## src/rtl/noobs_cpu_core.sv

```systemverilog
// noobs_cpu_core: 8-bit multicycle CPU, one instruction byte per FETCH/CAPTURE pair, 4x8-bit registers.
// Optional simulation checks are compiled in with NOOBS_CPU_ASSERT_EN.
module noobs_cpu_core #(
  parameter logic [11:0] PC_RESET = 12'h000
) (
  input  logic        clk,
  input  logic        reset_,
  input  logic [7:0]  i_data,
  output logic [11:0] i_addr,
  input  logic [7:0]  m_rd_data,
  output logic [7:0]  m_wr_data,
  output logic [11:0] m_addr,
  output logic        m_rd,
  output logic        m_wr,
  output logic        m_en,
  output logic        halted
);

  typedef enum logic [2:0] {S_FETCH, S_CAPTURE, S_MRD, S_MCAP, S_MWR, S_HALT} state_t;

  state_t          state_r;
  logic [11:0]     pc_r;
  logic [11:0]     m_addr_r;
  logic [7:0]      op_r;
  logic [3:0]      b2_r;
  logic [7:0]      m_wr_data_r;
  logic [1:0]      idx_r;
  logic [3:0][7:0] regs_r;
  logic            z_r;
  logic            c_r;
  logic            halted_r;
  logic            m_rd_r;
  logic            m_wr_r;
  logic            m_en_r;

  logic [7:0]  cur_op_s;
  logic [3:0]  op_s;
  logic [1:0]  rd_idx_s;
  logic [1:0]  rs_idx_s;
  logic [7:0]  rd_val_s;
  logic [7:0]  rs_val_s;
  logic [8:0]  sum_s;
  logic [7:0]  alu_res_s;
  logic        alu_c_s;
  logic        alu_wr_s;
  logic        flags_wr_s;
  logic        last_s;
  logic [11:0] a12_s;

  function automatic logic [1:0] op_len(input logic [3:0] op);
    case (op)
      4'h7:                         op_len = 2'd2;
      4'h8, 4'h9, 4'hA, 4'hB, 4'hC: op_len = 2'd3;
      default:                      op_len = 2'd1;
    endcase
  endfunction

  // The opcode byte is still on i_data while its own CAPTURE cycle runs
  assign cur_op_s = (idx_r == 2'd0) ? i_data : op_r;
  assign op_s     = cur_op_s[7:4];
  assign rd_idx_s = cur_op_s[3:2];
  assign rs_idx_s = cur_op_s[1:0];
  assign rd_val_s = regs_r[rd_idx_s];
  assign rs_val_s = regs_r[rs_idx_s];
  assign last_s   = (idx_r == (op_len(op_s) - 2'd1));
  assign a12_s    = {b2_r, i_data};

  // ALU result, carry/borrow and write-enable decode for the instruction being completed
  always_comb begin
    sum_s      = 9'h000;
    alu_res_s  = 8'h00;
    alu_c_s    = c_r;
    alu_wr_s   = 1'b0;
    flags_wr_s = 1'b0;
    case (op_s)
      4'h1: begin alu_res_s = rs_val_s; alu_wr_s = 1'b1; end
      4'h2: begin
        sum_s = {1'b0, rd_val_s} + {1'b0, rs_val_s};
        alu_res_s = sum_s[7:0]; alu_c_s = sum_s[8]; alu_wr_s = 1'b1; flags_wr_s = 1'b1;
      end
      4'h3, 4'hD: begin
        sum_s = {1'b0, rd_val_s} - {1'b0, rs_val_s};
        alu_res_s = sum_s[7:0]; alu_c_s = sum_s[8]; flags_wr_s = 1'b1;
        alu_wr_s = (op_s == 4'h3) ? 1'b1 : 1'b0;
      end
      4'h4: begin alu_res_s = rd_val_s & rs_val_s; alu_c_s = 1'b0; alu_wr_s = 1'b1; flags_wr_s = 1'b1; end
      4'h5: begin alu_res_s = rd_val_s | rs_val_s; alu_c_s = 1'b0; alu_wr_s = 1'b1; flags_wr_s = 1'b1; end
      4'h6: begin alu_res_s = rd_val_s ^ rs_val_s; alu_c_s = 1'b0; alu_wr_s = 1'b1; flags_wr_s = 1'b1; end
      4'h7: begin alu_res_s = i_data; alu_wr_s = 1'b1; end
      default: begin alu_res_s = 8'h00; alu_wr_s = 1'b0; end
    endcase
  end

  // Main sequencer: fetch/capture bytes, execute, drive the registered data-memory strobes
  always_ff @(posedge clk or negedge reset_) begin
    if (!reset_) begin
      state_r     <= S_FETCH;
      pc_r        <= PC_RESET;
      op_r        <= 8'h00;
      b2_r        <= 4'h0;
      idx_r       <= 2'd0;
      regs_r      <= '0;
      z_r         <= 1'b0;
      c_r         <= 1'b0;
      halted_r    <= 1'b0;
      m_addr_r    <= 12'h000;
      m_wr_data_r <= 8'h00;
      m_rd_r      <= 1'b0;
      m_wr_r      <= 1'b0;
      m_en_r      <= 1'b0;
    end else begin
      case (state_r)
        S_FETCH: state_r <= S_CAPTURE;
        S_CAPTURE: begin
          pc_r    <= pc_r + 12'd1;
          state_r <= S_FETCH;
          if (idx_r == 2'd0) op_r <= i_data;
          if (idx_r == 2'd1) b2_r <= i_data[3:0];
          if (!last_s) begin
            idx_r <= idx_r + 2'd1;
          end else begin
            idx_r <= 2'd0;
            if (alu_wr_s) regs_r[rd_idx_s] <= alu_res_s;
            if (flags_wr_s) begin
              z_r <= (alu_res_s == 8'h00);
              c_r <= alu_c_s;
            end
            case (op_s)
              4'h8: begin m_addr_r <= a12_s; m_rd_r <= 1'b1; m_en_r <= 1'b1; state_r <= S_MRD; end
              4'h9: begin
                m_addr_r <= a12_s; m_wr_data_r <= rd_val_s;
                m_wr_r <= 1'b1; m_en_r <= 1'b1; state_r <= S_MWR;
              end
              4'hA: pc_r <= a12_s;
              4'hB: if (z_r) pc_r <= a12_s;
              4'hC: if (c_r) pc_r <= a12_s;
              4'hF: begin halted_r <= 1'b1; state_r <= S_HALT; end
              default: state_r <= S_FETCH;
            endcase
          end
        end
        S_MRD: begin m_rd_r <= 1'b0; m_en_r <= 1'b0; state_r <= S_MCAP; end
        S_MCAP: begin regs_r[op_r[3:2]] <= m_rd_data; state_r <= S_FETCH; end
        S_MWR: begin m_wr_r <= 1'b0; m_en_r <= 1'b0; state_r <= S_FETCH; end
        S_HALT: state_r <= S_HALT;
        default: state_r <= S_FETCH;
      endcase
    end
  end

  assign i_addr    = pc_r;
  assign m_addr    = m_addr_r;
  assign m_wr_data = m_wr_data_r;
  assign m_rd      = m_rd_r;
  assign m_wr      = m_wr_r;
  assign m_en      = m_en_r;
  assign halted    = halted_r;

`ifdef NOOBS_CPU_ASSERT_EN
  // Simulation-only sanity checks on the instruction stream and data bus
  always_ff @(posedge clk) begin
    if (reset_) begin
      if (m_rd_r && m_wr_r) $error("noobs_cpu_core: m_rd and m_wr both high");
      if ((state_r == S_CAPTURE) && $isunknown(i_data)) $error("noobs_cpu_core: X on i_data in CAPTURE");
      if ((state_r == S_CAPTURE) && (idx_r == 2'd0) && (i_data[7:4] == 4'hE))
        $error("noobs_cpu_core: reserved opcode E at %h", pc_r);
    end
  end
`endif

endmodule

```

## config.mk

```make
export PLATFORM = sky130hd
export DESIGN_NAME = noobs_cpu_core
export DESIGN_NICKNAME = d
export VERILOG_FILES = /design/src/rtl/noobs_cpu_core.sv
export SDC_FILE = /design/constraint.sdc
export NUM_CORES = 1
export LEC_CHECK = 0
export BUFFER_PORTS_ARGS = -buffer_cell sky130_fd_sc_hd__buf_2
export CORE_MARGIN = 2
export CORE_UTILIZATION = 28
export DETAILED_ROUTE_END_ITERATION = 8
export PLACE_DENSITY = 0.56
export SETUP_SLACK_MARGIN = 0.5
export SLEW_MARGIN = 20
export SYNTH_ARGS = -nofsm -noshare
export SYNTH_HDL_FRONTEND = slang
export SYNTH_SLANG_ARGS = --single-unit
```

## constraint.sdc

```tcl
create_clock -name clk -period 5.18 [get_ports clk]
set_input_delay 0.259 -clock clk [delete_from_list [all_inputs] [get_ports clk]]
set_output_delay 0.259 -clock clk [all_outputs]
set_load 0.01 [all_outputs]
```

-- Word level (Yosys, flattened, before mapping)
Index checks and enable logic that the tools add are counted.
- mux-type cells: 37
- reductions and logical operators: 27
- bitwise logic cells: 3
- $add $sub $neg: 5
- eq/ne operators: 26
- magnitude comparators: 5
- operators by type and width (cell ; count):
    bitwise mux 32 bit ; 2
    2-to-1 mux 32 bit ; 2
    case mux 32 bit (2 select lines) ; 1
    case mux 8 bit (7 select lines) ; 1
    2-to-1 mux 8 bit ; 5
    2-to-1 mux 12 bit ; 3
    case mux 12 bit (3 select lines) ; 1
    binary-select mux 8 bit (select 2 bit) ; 2
    demux 8 bit (select 2 bit) ; 2
    equality test 4 bit, second input constant ; 7
    AND reduction 3 bit ; 8
    equality test 4 x 3 -> 1 bit, second input constant ; 4
    adder 12 x 1 -> 12 bit, second input constant ; 1
    case mux 3 bit (4 select lines) ; 1
    OR reduction 6 bit ; 2
    adder 8 x 8 -> 9 bit ; 1
    < comparator 2 x 3 -> 1 bit, second input constant ; 3
    case mux 3 bit (3 select lines) ; 1
    subtractor 8 x 8 -> 9 bit ; 1
    bitwise AND 8 bit ; 1
    equality test 4 x 2 -> 1 bit, second input constant ; 2
    zero test 8 bit ; 1
    2-to-1 mux 1 bit ; 8
    bitwise OR 8 bit ; 1
    other kinds (27) ; 42
- input port bits: 18
- register bits: 87
- word-level logic and storage cells: 120
- output and inout port bits: 36

-- Depth between registers and ports, before layout
Gate-level depths: netlist of run 1.
- depth after elaboration: 10
- mapped depth: 17
- gate-level depth less buffers: 15

-- Worst setup path after synthesis of run 1
OpenSTA, ideal clock, no wires.
- path kind: flip-flop to flip-flop
- from: register idx_r[0]
- to: register z_r
- path slack: 902 ps
- library setup time: 80 ps
- buffers on the path: 3
- required time: 5100 ps
- clock period less this slack: 4278 ps
- arrival: 4198 ps
- stages on the path, launching flop included: 16
- path through: dfrtp_1 > inv_1 > ha_1 > buf_6 > buf_12 > mux2i_1 > buf_2 > mux4_2 > fa_1 > nor2b_1 > o31ai_1 > o31ai_1 > a221oi_1 > o21ai_0 > a2111o_1 > o22ai_2
- word-level cells in the longest chain between the ends: 8
- elaborated cells on any way between the ends: 34
- those cells by class: add/sub (3); eq/ne (14); mux (8); bitwise (3); reduce/logical (6)
- RTL lines (what ; RTL line ; source):
    start: declaration ; 27 ; logic [1:0] idx_r;
    start signal: assignment ; 120 ; idx_r <= idx_r + 2'd1;
    parallel branches: the longest is 8 deep, another holds subtractor 8 x 8 -> 9 bit ; - ;
    end signal: assignment ; 125 ; z_r <= (alu_res_s == 8'h00);
    end: declaration ; 29 ; logic z_r;
Parallel ways; which one is timed is not known. The select of a mux whose other input is x is not followed.
A chain may end at the register's enable or synchronous reset.

-- Final worst setup path of run 1
Same ends and word-level chain as after synthesis.

==> impl_results.md, run 1 <==
* Time the final worst path needs with I/O delays and setup at 4501 ps
* Endpoints failing hold at 0
* Post-synthesis sequential area ratio at 0.3654
* Critical path's top delay family: multiplexers
* Fraction of power spent switching nets at 0.2117
* Clk pin slew, worst setup/hold paths at 70 ps
* Final-layout fill cell count at 2217
* Timing-limited maximum frequency at 222.2 MHz
* RePlAce Congestion at 0.9044
* Synth cell types at 78
* Average wire per standard cell at 18.94 µm
* Flop-to-flop setup slack at 680 ps
* Placement row count at 53
* Sum of negative setup slack at 0 ps
* LEAKAGE at 2.950 nW
* Power share of the clock group at 0.496
* GRT overflow at 0
* Switching power at 0.0003027 W
* Worst Tran Pin Value at 1046 ps
* Number of cells after detailed placement at 917
* Worst setup EP type: register
* Maximum number of pins on one net before global-route repair at 50
* Max-slew headroom at 0.2919
* Run status: complete, no violations
* Clock latency of the later-clocked register in the worst-skew pair at 350 ps
* 1st-pass router iterations at 5
* Most used flip-flop cell after synthesis: sky130_fd_sc_hd__dfrtp_1
* Setup Slack @ Placement at 674.6 ps
* Logic pwr share at 0.027
* CP Data Arrival Time at 4770 ps
* Setup skew after layout at 9.147 ps
* Type of the most critical hold path: in -> reg
* Clock Sinks at 87
* Post-Syn Area per Cell at 9.865 µm²
* Share of flip-flops with an asynchronous set or reset at 1.000
* Final setup violation count at 0
* Worst path depth at 14
* Slowest cell on the critical path: sky130_fd_sc_hd__mux4_1
* Area enclosed by the die boundary at 22460 µm²
* Count of maximum capacitance violations at 0
* Period Utilization, post-route at 0.8688
* Clock tree from TritonCTS: done
* Peak supply drop at 0.1461 mV
* Number of storage elements in the synthesis netlist at 87
* Proportion of layout cells with a drive suffix above 1 at 0.2209
* CTS max path bufs at 2
* Post-layout util at 0.3279
* Die boundary width at 149.9 µm
* Critical path required time at 5450 ps
* Area growth from synthesis to final layout at 15.31%
* Final wirelength at 17720 µm
* Cell-internal power at 0.001127 W
* Worst hold margin at 215.4 ps
* Most frequent standard cell in the layout excluding fill and tap cells: sky130_fd_sc_hd__dfrtp_1
* Count of vias placed by the detailed router at 5104
* Number of routed nets with antenna violations at 0
* Placeable core area at 20960 µm²
* Initial core utilization at 0.2843
* Global Route Usage Sum at 0.1611
* Share of power burned in registers at 0.477
* Cell count after synthesis at 604
* Max Transition Viols Final at 0
* Number of cells traversed by the worst register-to-register path at 14
* Post-layout worst setup margin at 679.4 ps
* Synthesized Nets at 651
* Startpoint class of the critical path: register
* DRC violation count after routing at 0
* Total clock buffers created by CTS at 9
* Number of synthesized flops with an enable pin at 0
* CP Cell Sequence: inv_1 > ha_1 > buf_4 > mux2i_4 > buf_4 > mux4_1 > ha_1 > nor3_1 > a2111oi_1 > a21oi_1 > o32ai_1 > nand4_1 > or4_4 > o22ai_2
* First-pass GRT wire length at 27940 µm
* Count of H-tree levels built during CTS at 3
* I/O pin count at 54
* Worst path max stage delay at 610 ps
* Detail-routed via count per cell at 5.453
* DRC violation total after the first TritonRoute iteration at 314
* Number of warning messages in the yosys log at 0
* Depth of the worst hold-timing path at 3
* Initial antenna violation count at 0
* Root cell of the clock tree: sky130_fd_sc_hd__clkbuf_16
* Worst Path Max Fanout at 13
* Number of nets in the layout at 703
* WP buf/inv at 3
* Power Dens Cells at 208.2 nW/µm²
* RSZ-0062 raised after global routing: no
* Commonest cells after routing, fill and taps aside: 87 x sky130_fd_sc_hd__dfrtp_1, 69 x sky130_fd_sc_hd__nand2_1, 54 x sky130_fd_sc_hd__o21ai_0, 52 x sky130_fd_sc_hd__buf_2, 38 x sky130_fd_sc_hd__a22oi_1
* Netlist area before placement at 5958 µm²
* HPWL after detailed placement at 13230 µm
* Antenna Cells at 0
* Number of global-route vias before repair at 4903
* Classification of the worst setup path: reg -> reg
* Post-layout instance count excluding filler cells at 936
* Quantity of I/O buffers inserted on ports at 53
* Die extent in y at 149.9 µm
## routing by layer
layer / wire [µm] / track usage / up-vias
met2: 8127 / 0.2532 / 185
met1: 8142 / 0.2264 / 2498
met3: 1174 / 0.03201 / 23
met4: 279 / 0.04198 / 0
met5: 0 / 0 / -
li1: - / - / 2398
## state kept, by name (all words and copies together), names as in the netlist, 2 cells and up
name	flops
m_wr_data	8
b2_r	4
op_r	8
m_addr	12
state_r	3
regs_r	32
i_addr	12
idx_r	2
## through the flow
step                      instance area [µm²]  total power (W)
final                                    6870         0.001430
after detailed placement                 6511        0.0007348
after global placement                   6511        0.0007346
after global routing                     6870         0.001484
after CTS                                6845         0.001455
after floorplan                          5958        0.0007004
## power by group through the flow
stage                     clock network [W]    logic, W  registers [W]
after floorplan                           0  0.00000590       0.000695
after global placement                    0   0.0000395       0.000695
after detailed placement                  0   0.0000397       0.000695
after global routing               0.000759   0.0000434       0.000682
final                              0.000709   0.0000386       0.000682
after CTS                          0.000733   0.0000403       0.000682
## cell families (layout without fill, tap and decap cells)
family          Yosys count  after routing  synth area share
simple gates            153            153            0.1262
fa+ha+maj                29             29           0.06216
xor+xnor                  3              3          0.004411
mux                      69             69            0.1695
buf+inv                  68            125           0.05460
flops                    87             87            0.3654
compound gates          195            195            0.2178
## worst reg2reg max path: stages, from the launching register on
cell,delay (ps)
sky130_fd_sc_hd__dfrtp_1,390
sky130_fd_sc_hd__inv_1,170
sky130_fd_sc_hd__ha_1,240
sky130_fd_sc_hd__buf_4,280
sky130_fd_sc_hd__mux2i_4,370
sky130_fd_sc_hd__buf_4,200
sky130_fd_sc_hd__mux4_1,610
sky130_fd_sc_hd__ha_1,440
sky130_fd_sc_hd__nor3_1,100
sky130_fd_sc_hd__a2111oi_1,560
sky130_fd_sc_hd__a21oi_1,90
sky130_fd_sc_hd__o32ai_1,190
sky130_fd_sc_hd__nand4_1,150
sky130_fd_sc_hd__or4_4,500
sky130_fd_sc_hd__o22ai_2,120
## cell usage after synthesis (all sizes together) (16+ instances only)
master,n,area [µm²]
dfrtp,87,2177
mux4,19,446.7
a22oi,38,285.3
mux2i,22,240.2
buf,16,110.1
o21ai,60,304.0
a21oi,29,145.1
inv,36,135.1
nor2,21,86.33
ha,28,350.3
mux2,28,322.8
clkbuf,16,80.08
nand2,69,259.0
## worst paths after layout
check                             start            to
max reg2reg                    idx_r[0]           z_r
min                        m_rd_data[7]    regs_r[31]
min in group asynchronous        reset_  m_wr_data[0]
min reg2reg                      halted        halted
max                            idx_r[0]           z_r
max in group asynchronous        reset_  m_wr_data[6]
## cell type report
cell class,count,area [µm²],share of cell area
sequential,87,2177,0.3169
clock inverter,5,81.33,0.01184
inverter,36,135.1,0.01967
multi-input combinational,449,3470,0.5050
tap,275,344.1,0.05008
timing repair buffer,73,420.4,0.06119
clock buffer,11,242.7,0.03533
## timing repair
item	CTS	global route
setup buffers	0	2
setup endpoints to repair	0	1
hold buffers	1	0
gates resized for setup	0	4
endpoints found under the hold margin	38	0
No activity file was read; power rests on OpenSTA's default activity.
==> run 2: changes to the inputs <==
GPL_TIMING_DRIVEN = 0   (was default)
MAX_ROUTING_LAYER = met4   (was default)
==> run 2 against run 1 <==
  * First-iteration DRC count up 48%
  * Count of clock-buffer cells in the layout down 1
  * Via count up 1.4%
  * Combinational power up 8.0%
==> impl_results.md, run 2 (same netlist as run 1, synthesis figures left out) <==
* Count of H-tree levels built during CTS at 3 (unchanged)
* Average wire per standard cell at 18.87 µm (-0.36%)
* End of the worst register-to-register path: z_r
* Maximum number of pins on one net before global-route repair at 52 (+4.0%)
* Time the final worst path needs with I/O delays and setup at 4489 ps (-12.01 ps)
* HPWL after detailed placement at 13180 µm (-0.39%)
* Quantity of I/O buffers inserted on ports at 53 (unchanged)
* Clock tree from TritonCTS: done
* Clk pin slew, worst setup/hold paths at 70 ps (about the same)
* 1st-pass router iterations at 5 (unchanged)
* Max-slew headroom at 0.1973 (-0.09465)
* RePlAce Congestion at 0.8932 (-1.2%)
* Hold path endpoint: regs_r[31]
* Flop-to-flop setup slack at 690 ps (about the same)
* Number of global-route vias before repair at 4837 (-1.3%)
* Setup skew after layout at 10.89 ps (+1.746 ps)
* Classification of the worst setup path: reg -> reg
* Power Dens Cells at 197.0 nW/µm² (-5.3%)
* Launching point of the worst reg2reg path: idx_r[0]
* Critical hold path startpoint: m_rd_data[7]
* Clock latency of the later-clocked register in the worst-skew pair at 360 ps (about the same)
* Die boundary width at 149.9 µm (unchanged)
* Overall power after layout at 0.001396 W (-2.4%)
* Post-layout worst setup margin at 691.4 ps (+12.01 ps)
* Initial antenna violation count at 0 (unchanged)
* Startpoint class of the critical path: register
* WP buf/inv at 5 (+2)
* Max Transition Viols Final at 0 (unchanged)
* Area growth from synthesis to final layout at 18.94%
* Critical path required time at 5460 ps (about the same)
* Number of nets in the layout at 724 (+3.0%)
* I/O pin count at 54 (unchanged)
* Antenna Cells at 0 (unchanged)
* Placement row count at 53 (unchanged)
* Commonest cells after routing, fill and taps aside: 87 x sky130_fd_sc_hd__dfrtp_1, 69 x sky130_fd_sc_hd__nand2_1, 57 x sky130_fd_sc_hd__buf_2, 52 x sky130_fd_sc_hd__o21ai_0, 38 x sky130_fd_sc_hd__a22oi_1
* Root cell of the clock tree: sky130_fd_sc_hd__clkbuf_16
* Slowest cell on the critical path: sky130_fd_sc_hd__mux4_2
* Worst Tran Pin Value at 1199 ps (+152.9 ps)
* Global Route Usage Sum at 0.1682 (+0.007049)
* First-pass GRT wire length at 28280 µm (+1.2%)
* Final wirelength at 18060 µm (+1.9%)
* Depth of the worst hold-timing path at 3 (unchanged)
* CP Cell Sequence: inv_1 > ha_1 > buf_6 > buf_12 > mux2i_4 > buf_6 > mux4_2 > inv_1 > ha_1 > ha_1 > nor2_1 > o21ai_1 > a31oi_1 > o221a_2 > o21ai_2 > a2111o_1 > o22ai_2
* Worst path max stage delay at 610 ps (about the same)
* CP Data Arrival Time at 4770 ps (about the same)
* Total clock buffers created by CTS at 9 (unchanged)
* GRT overflow at 0 (unchanged)
* Largest register by flop count: regs_r
* Sum of negative setup slack at 0 ps (unchanged)
* Timing-limited maximum frequency at 222.8 MHz (+0.27%)
* Most common cell type on the critical path: sky130_fd_sc_hd__ha_1
* Number of routed nets with antenna violations at 0 (unchanged)
* Clock Sinks at 87 (unchanged)
* Worst setup EP type: register
* Area enclosed by the die boundary at 22460 µm² (unchanged)
* DRC violation total after the first TritonRoute iteration at 466 (+48%)
* LEAKAGE at 2.997 nW (+1.6%)
* Proportion of layout cells with a drive suffix above 1 at 0.2390 (+0.01813)
* Critical path's top delay family: compound AO/OA/AOI/OAI gates
* Run status: complete, no violations
* Period Utilization, post-route at 0.8665 (-0.002319)
* Die extent in y at 149.9 µm (unchanged)
* Count of vias placed by the detailed router at 5174 (+1.4%)
* Type of the most critical hold path: in -> reg
* Area of all placed cells without fillers at 7087 µm² (+3.2%)
* Detail-routed via count per cell at 5.406 (-0.85%)
* Peak supply drop at 0.1491 mV (+2.1%)
* Placeable core area at 20960 µm² (unchanged)
* Worst Path Max Fanout at 10 (-3)
* Most frequent standard cell in the layout excluding fill and tap cells: sky130_fd_sc_hd__dfrtp_1
* RSZ-0062 raised after global routing: no
* Placed Area at 6618 µm² (+1.6%)
* CTS max path bufs at 2 (unchanged)
* Number of cells traversed by the worst register-to-register path at 17 (+3)
* Worst hold margin at 208.5 ps (-6.886 ps)
* Setup Slack @ Placement at -80.33 ps (-754.9 ps)
* Final setup violation count at 0 (unchanged)
* Number of flip-flops in the largest register at 32 (unchanged)
* DRC violation count after routing at 0 (unchanged)
* Initial core utilization at 0.2843 (unchanged)
* Count of maximum capacitance violations at 0 (unchanged)
* Endpoints failing hold at 0 (unchanged)
run 2: cell count changes in the layout (fill, tap and decap cells not counted), sizes merged:
cell,change
buf,+5
clkinvlp,+2
inv,+1
bufinv,-1
clkbuf,+15
clkinv,-1
run 2: cell type report:
class,count,area [µm²]
clock inverter,6,70.07
sequential,87,2177
clock buffer,10,229.0
multi-input combinational,449,3568
inverter,36,135.1
buffer,32,201.4
tap,275,344.1
timing repair buffer,62,361.6
fill,2207,13870
run 2: worst max-delay path by stage:
stage	start	end	slack (ps)	depth (start not counted)
after floorplan	idx_r[0]	z_r	900	15
after global placement	idx_r[0]	z_r	-130	16
after detailed placement	idx_r[0]	z_r	-80	16
after CTS	idx_r[0]	z_r	540	16
after global routing	idx_r[0]	z_r	500	17
final	idx_r[0]	z_r	690	17
run 2: power by group:
group,internal (W),switching (W)
clock,0.000377,0.000296
combinational,0.0000127,0.0000290
sequential,0.000681,0.00000147
run 2: metal layers:
layer | wire, µm | GRT usage | up-vias | share of wire
li1 | - | - | 2440 | -
met1 | 8564 | 0.2351 | 2557 | 0.47
met2 | 8334 | 0.2550 | 159 | 0.46
met3 | 955 | 0.02927 | 18 | 0.053
met4 | 204 | 0.03774 | 0 | 0.011
met5 | 0 | - | - | 0
run 2: what timing repair did:
item                                    4_1_cts  5_1_grt
cloned                                        0        0
buffers inserted                              3        4
pin swaps                                     0        1
endpoints found under the setup margin       19       10
hold buffers                                  1        0
gates resized for setup                      12       15
endpoints found under the hold margin        36        0
run 2: through the flow:
| stage | instances | util |
|---|---|---|
| 6_report | 957 | 0.3382 |
| 5_1_grt | 957 | 0.3382 |
| 4_1_cts | 953 | 0.3340 |
| 3_5_place_dp | 933 | 0.3158 |
| 3_3_place_gp | 932 | 0.3134 |
| 2_1_floorplan | 604 | - |
run 2: tightest hold or removal path: stages:
cell and delay (ps):
sky130_fd_sc_hd__buf_2 120, sky130_fd_sc_hd__a22oi_1 90, sky130_fd_sc_hd__nand2_1 60
==> run 3: changes to the inputs <==
CORE_ASPECT_RATIO = 2   (was default)
==> run 3 against run 2 <==
  * Count of clock-buffer cells in the layout up 3
  * Utilization up 0.26 points
  * Clock skew down 2.9 ps
  * Non-clock buffer count up 5
  * Critical path depth unchanged
  * Cell count down 0.31%
  * Worst hold slack better by 10 ps
  * Register-to-register slack about the same
  * First-iteration DRC count down 52%
  * Critical path type unchanged
  * Largest cell class unchanged
  * Largest power group unchanged
==> impl_results.md, run 3 (same netlist as run 1, synthesis figures left out) <==
* Number of routed nets with antenna violations at 0 (unchanged)
* Worst setup EP type: register
* Die boundary width at 107.2 µm (-29%)
* Average wire per standard cell at 21.49 µm (+14%)
* Proportion of layout cells with a drive suffix above 1 at 0.2467 (+0.007712)
* Placeable core area at 20930 µm² (-0.14%)
* Count of maximum capacitance violations at 0 (unchanged)
* Area enclosed by the die boundary at 22530 µm² (+0.31%)
* Die extent in y at 210.3 µm (+40%)
* Classification of the worst setup path: reg -> reg
* Max-slew headroom at 0.2644 (+0.06717)
* Clk pin slew, worst setup/hold paths at 60 ps (about the same)
* Peak supply drop at 0.1700 mV (+14%)
* RSZ-0062 raised after global routing: no
* Maximum number of pins on one net before global-route repair at 51 (-1.9%)
* Quantity of I/O buffers inserted on ports at 53 (unchanged)
* LEAKAGE at 3.029 nW (+1.1%)
* Max Transition Viols Final at 0 (unchanged)
* Setup skew after layout at 8.017 ps (-2.875 ps)
* Total clock buffers created by CTS at 9 (unchanged)
* Time the final worst path needs with I/O delays and setup at 4477 ps (-11.11 ps)
* Power Dens Cells at 193.0 nW/µm² (-2.0%)
* Clock tree from TritonCTS: done
* Type of the most critical hold path: in -> reg
* Number of flip-flops in the largest register at 32 (unchanged)
* Initial antenna violation count at 0 (unchanged)
* Startpoint class of the critical path: register
* Run status: complete, no violations
* Global Route Usage Sum at 0.1937 (+0.02555)
* DRC violation count after routing at 0 (unchanged)
* Area growth from synthesis to final layout at 19.68%
* Placement row count at 75 (+42%)
* First-pass GRT wire length at 31330 µm (+11%)
* Endpoints failing hold at 0 (unchanged)
* Initial core utilization at 0.2847 (+0.0003910)
* GRT overflow at 0 (unchanged)
* Count of vias placed by the detailed router at 5349 (+3.4%)
* Clock latency of the later-clocked register in the worst-skew pair at 370 ps (about the same)
* Area of all placed cells without fillers at 7131 µm² (+0.62%)
* CTS max path bufs at 2 (unchanged)
* Number of global-route vias before repair at 5526 (+14%)
* I/O pin count at 54 (unchanged)
* Number of nets in the layout at 729 (+0.69%)
* Root cell of the clock tree: sky130_fd_sc_hd__clkbuf_16
* 1st-pass router iterations at 5 (unchanged)
* Final setup violation count at 0 (unchanged)
* Period Utilization, post-route at 0.8644 (-0.002145)
* Setup Slack @ Placement at -404.2 ps (-323.9 ps)
* Critical path required time at 5470 ps (about the same)
* Clock Sinks at 87 (unchanged)
* Number of cells traversed by the worst register-to-register path at 17 (unchanged)
* RePlAce Congestion at 0.9611 (+7.6%)
* Largest register by flop count: regs_r
* Count of H-tree levels built during CTS at 3 (unchanged)
* Worst Path Max Fanout at 10 (unchanged)
* Post-layout worst setup margin at 702.5 ps (+11.11 ps)
* Antenna Cells at 0 (unchanged)
* Worst Tran Pin Value at 1098 ps (-100.3 ps)
* Placed Area at 6610 µm² (-0.11%)
* DRC violation total after the first TritonRoute iteration at 225 (-52%)
* Worst hold margin at 218.6 ps (+10.07 ps)
* Timing-limited maximum frequency at 223.3 MHz (+0.25%)
* Detail-routed via count per cell at 5.607 (+3.7%)
* Most frequent standard cell in the layout excluding fill and tap cells: sky130_fd_sc_hd__dfrtp_1
* Final wirelength at 20500 µm (+14%)
* HPWL after detailed placement at 16200 µm (+23%)
* CP Data Arrival Time at 4760 ps (about the same)
* Commonest cells after routing, fill and taps aside: 86 x sky130_fd_sc_hd__dfrtp_1, 69 x sky130_fd_sc_hd__nand2_1, 57 x sky130_fd_sc_hd__buf_2, 52 x sky130_fd_sc_hd__o21ai_0, 38 x sky130_fd_sc_hd__a22oi_1
* Depth of the worst hold-timing path at 3 (unchanged)
## run 3: changes by cell type in the layout (fill, tap and decap cells not counted), sizes merged
cell	before	now
inv	37	36
clkinvlp	3	0
buf	77	83
clkbuf	26	28
clkinv	1	0
## run 3: routing by layer
metal  track usage  wire [µm]
met5             -          0
met4        0.1594       1770
met1        0.1601       6322
met2        0.3625      11700
met3       0.03154        708
## run 3: final cells by class
class | instances | area, µm²
tap | 269 | 336.6
fill | 2171 | 13800
clock buffer | 13 | 250.2
multi-input combinational | 449 | 3575
timing repair buffer | 67 | 424.2
sequential | 87 | 2178
clock inverter | 1 | 30.03
inverter | 36 | 135.1
buffer | 32 | 201.4
## run 3: stage by stage
| step | TNS, ps | instances | utilization | power (W) |
|---|---|---|---|---|
| after floorplan | 0 | 604 | - | 0.0007004 |
| after global placement | -1936 | 926 | 0.3135 | 0.0007340 |
| after detailed placement | -2343 | 927 | 0.3159 | 0.0007371 |
| after CTS | 0 | 948 | 0.3355 | 0.001391 |
| after global routing | 0 | 954 | 0.3407 | 0.001416 |
| final | 0 | 954 | 0.3407 | 0.001376 |
## run 3: power breakdown
part           internal, W  switching [W]
clock             0.000382       0.000270
sequential        0.000681     0.00000174
combinational    0.0000127      0.0000294
total              0.00108       0.000301
## run 3: path summary, 6_finish.rpt
check | from | to | slack, ps
max reg2reg | idx_r[1] | z_r | 700
max in group asynchronous | reset_ | m_addr[5] | 4220
min reg2reg | m_addr[10] | m_addr[10] | 480
min | m_rd_data[7] | regs_r[31] | 220
max | idx_r[1] | z_r | 700
min in group asynchronous | reset_ | m_wr_data[4] | 350
## run 3: critical path, cell delays in order (launching register included)
cell	delay (ps)
sky130_fd_sc_hd__dfrtp_2	450
sky130_fd_sc_hd__inv_2	90
sky130_fd_sc_hd__ha_1	160
sky130_fd_sc_hd__buf_6	140
sky130_fd_sc_hd__buf_12	170
sky130_fd_sc_hd__mux2i_4	260
sky130_fd_sc_hd__buf_12	150
sky130_fd_sc_hd__buf_6	170
sky130_fd_sc_hd__mux4_2	570
sky130_fd_sc_hd__buf_4	160
sky130_fd_sc_hd__fa_1	460
sky130_fd_sc_hd__nor2b_1	180
sky130_fd_sc_hd__o31ai_4	340
sky130_fd_sc_hd__o31ai_2	140
sky130_fd_sc_hd__a221oi_2	300
sky130_fd_sc_hd__o21ai_2	150
sky130_fd_sc_hd__a2111o_1	410
sky130_fd_sc_hd__o22ai_2	90
## run 3: repair_timing
action	CTS	global route
hold endpoints to repair	37	0
gates cloned	0	0
setup buffers	6	6
pin swaps	0	2
endpoints found under the setup margin	30	9
resized for setup	15	16
hold buffers	1	0
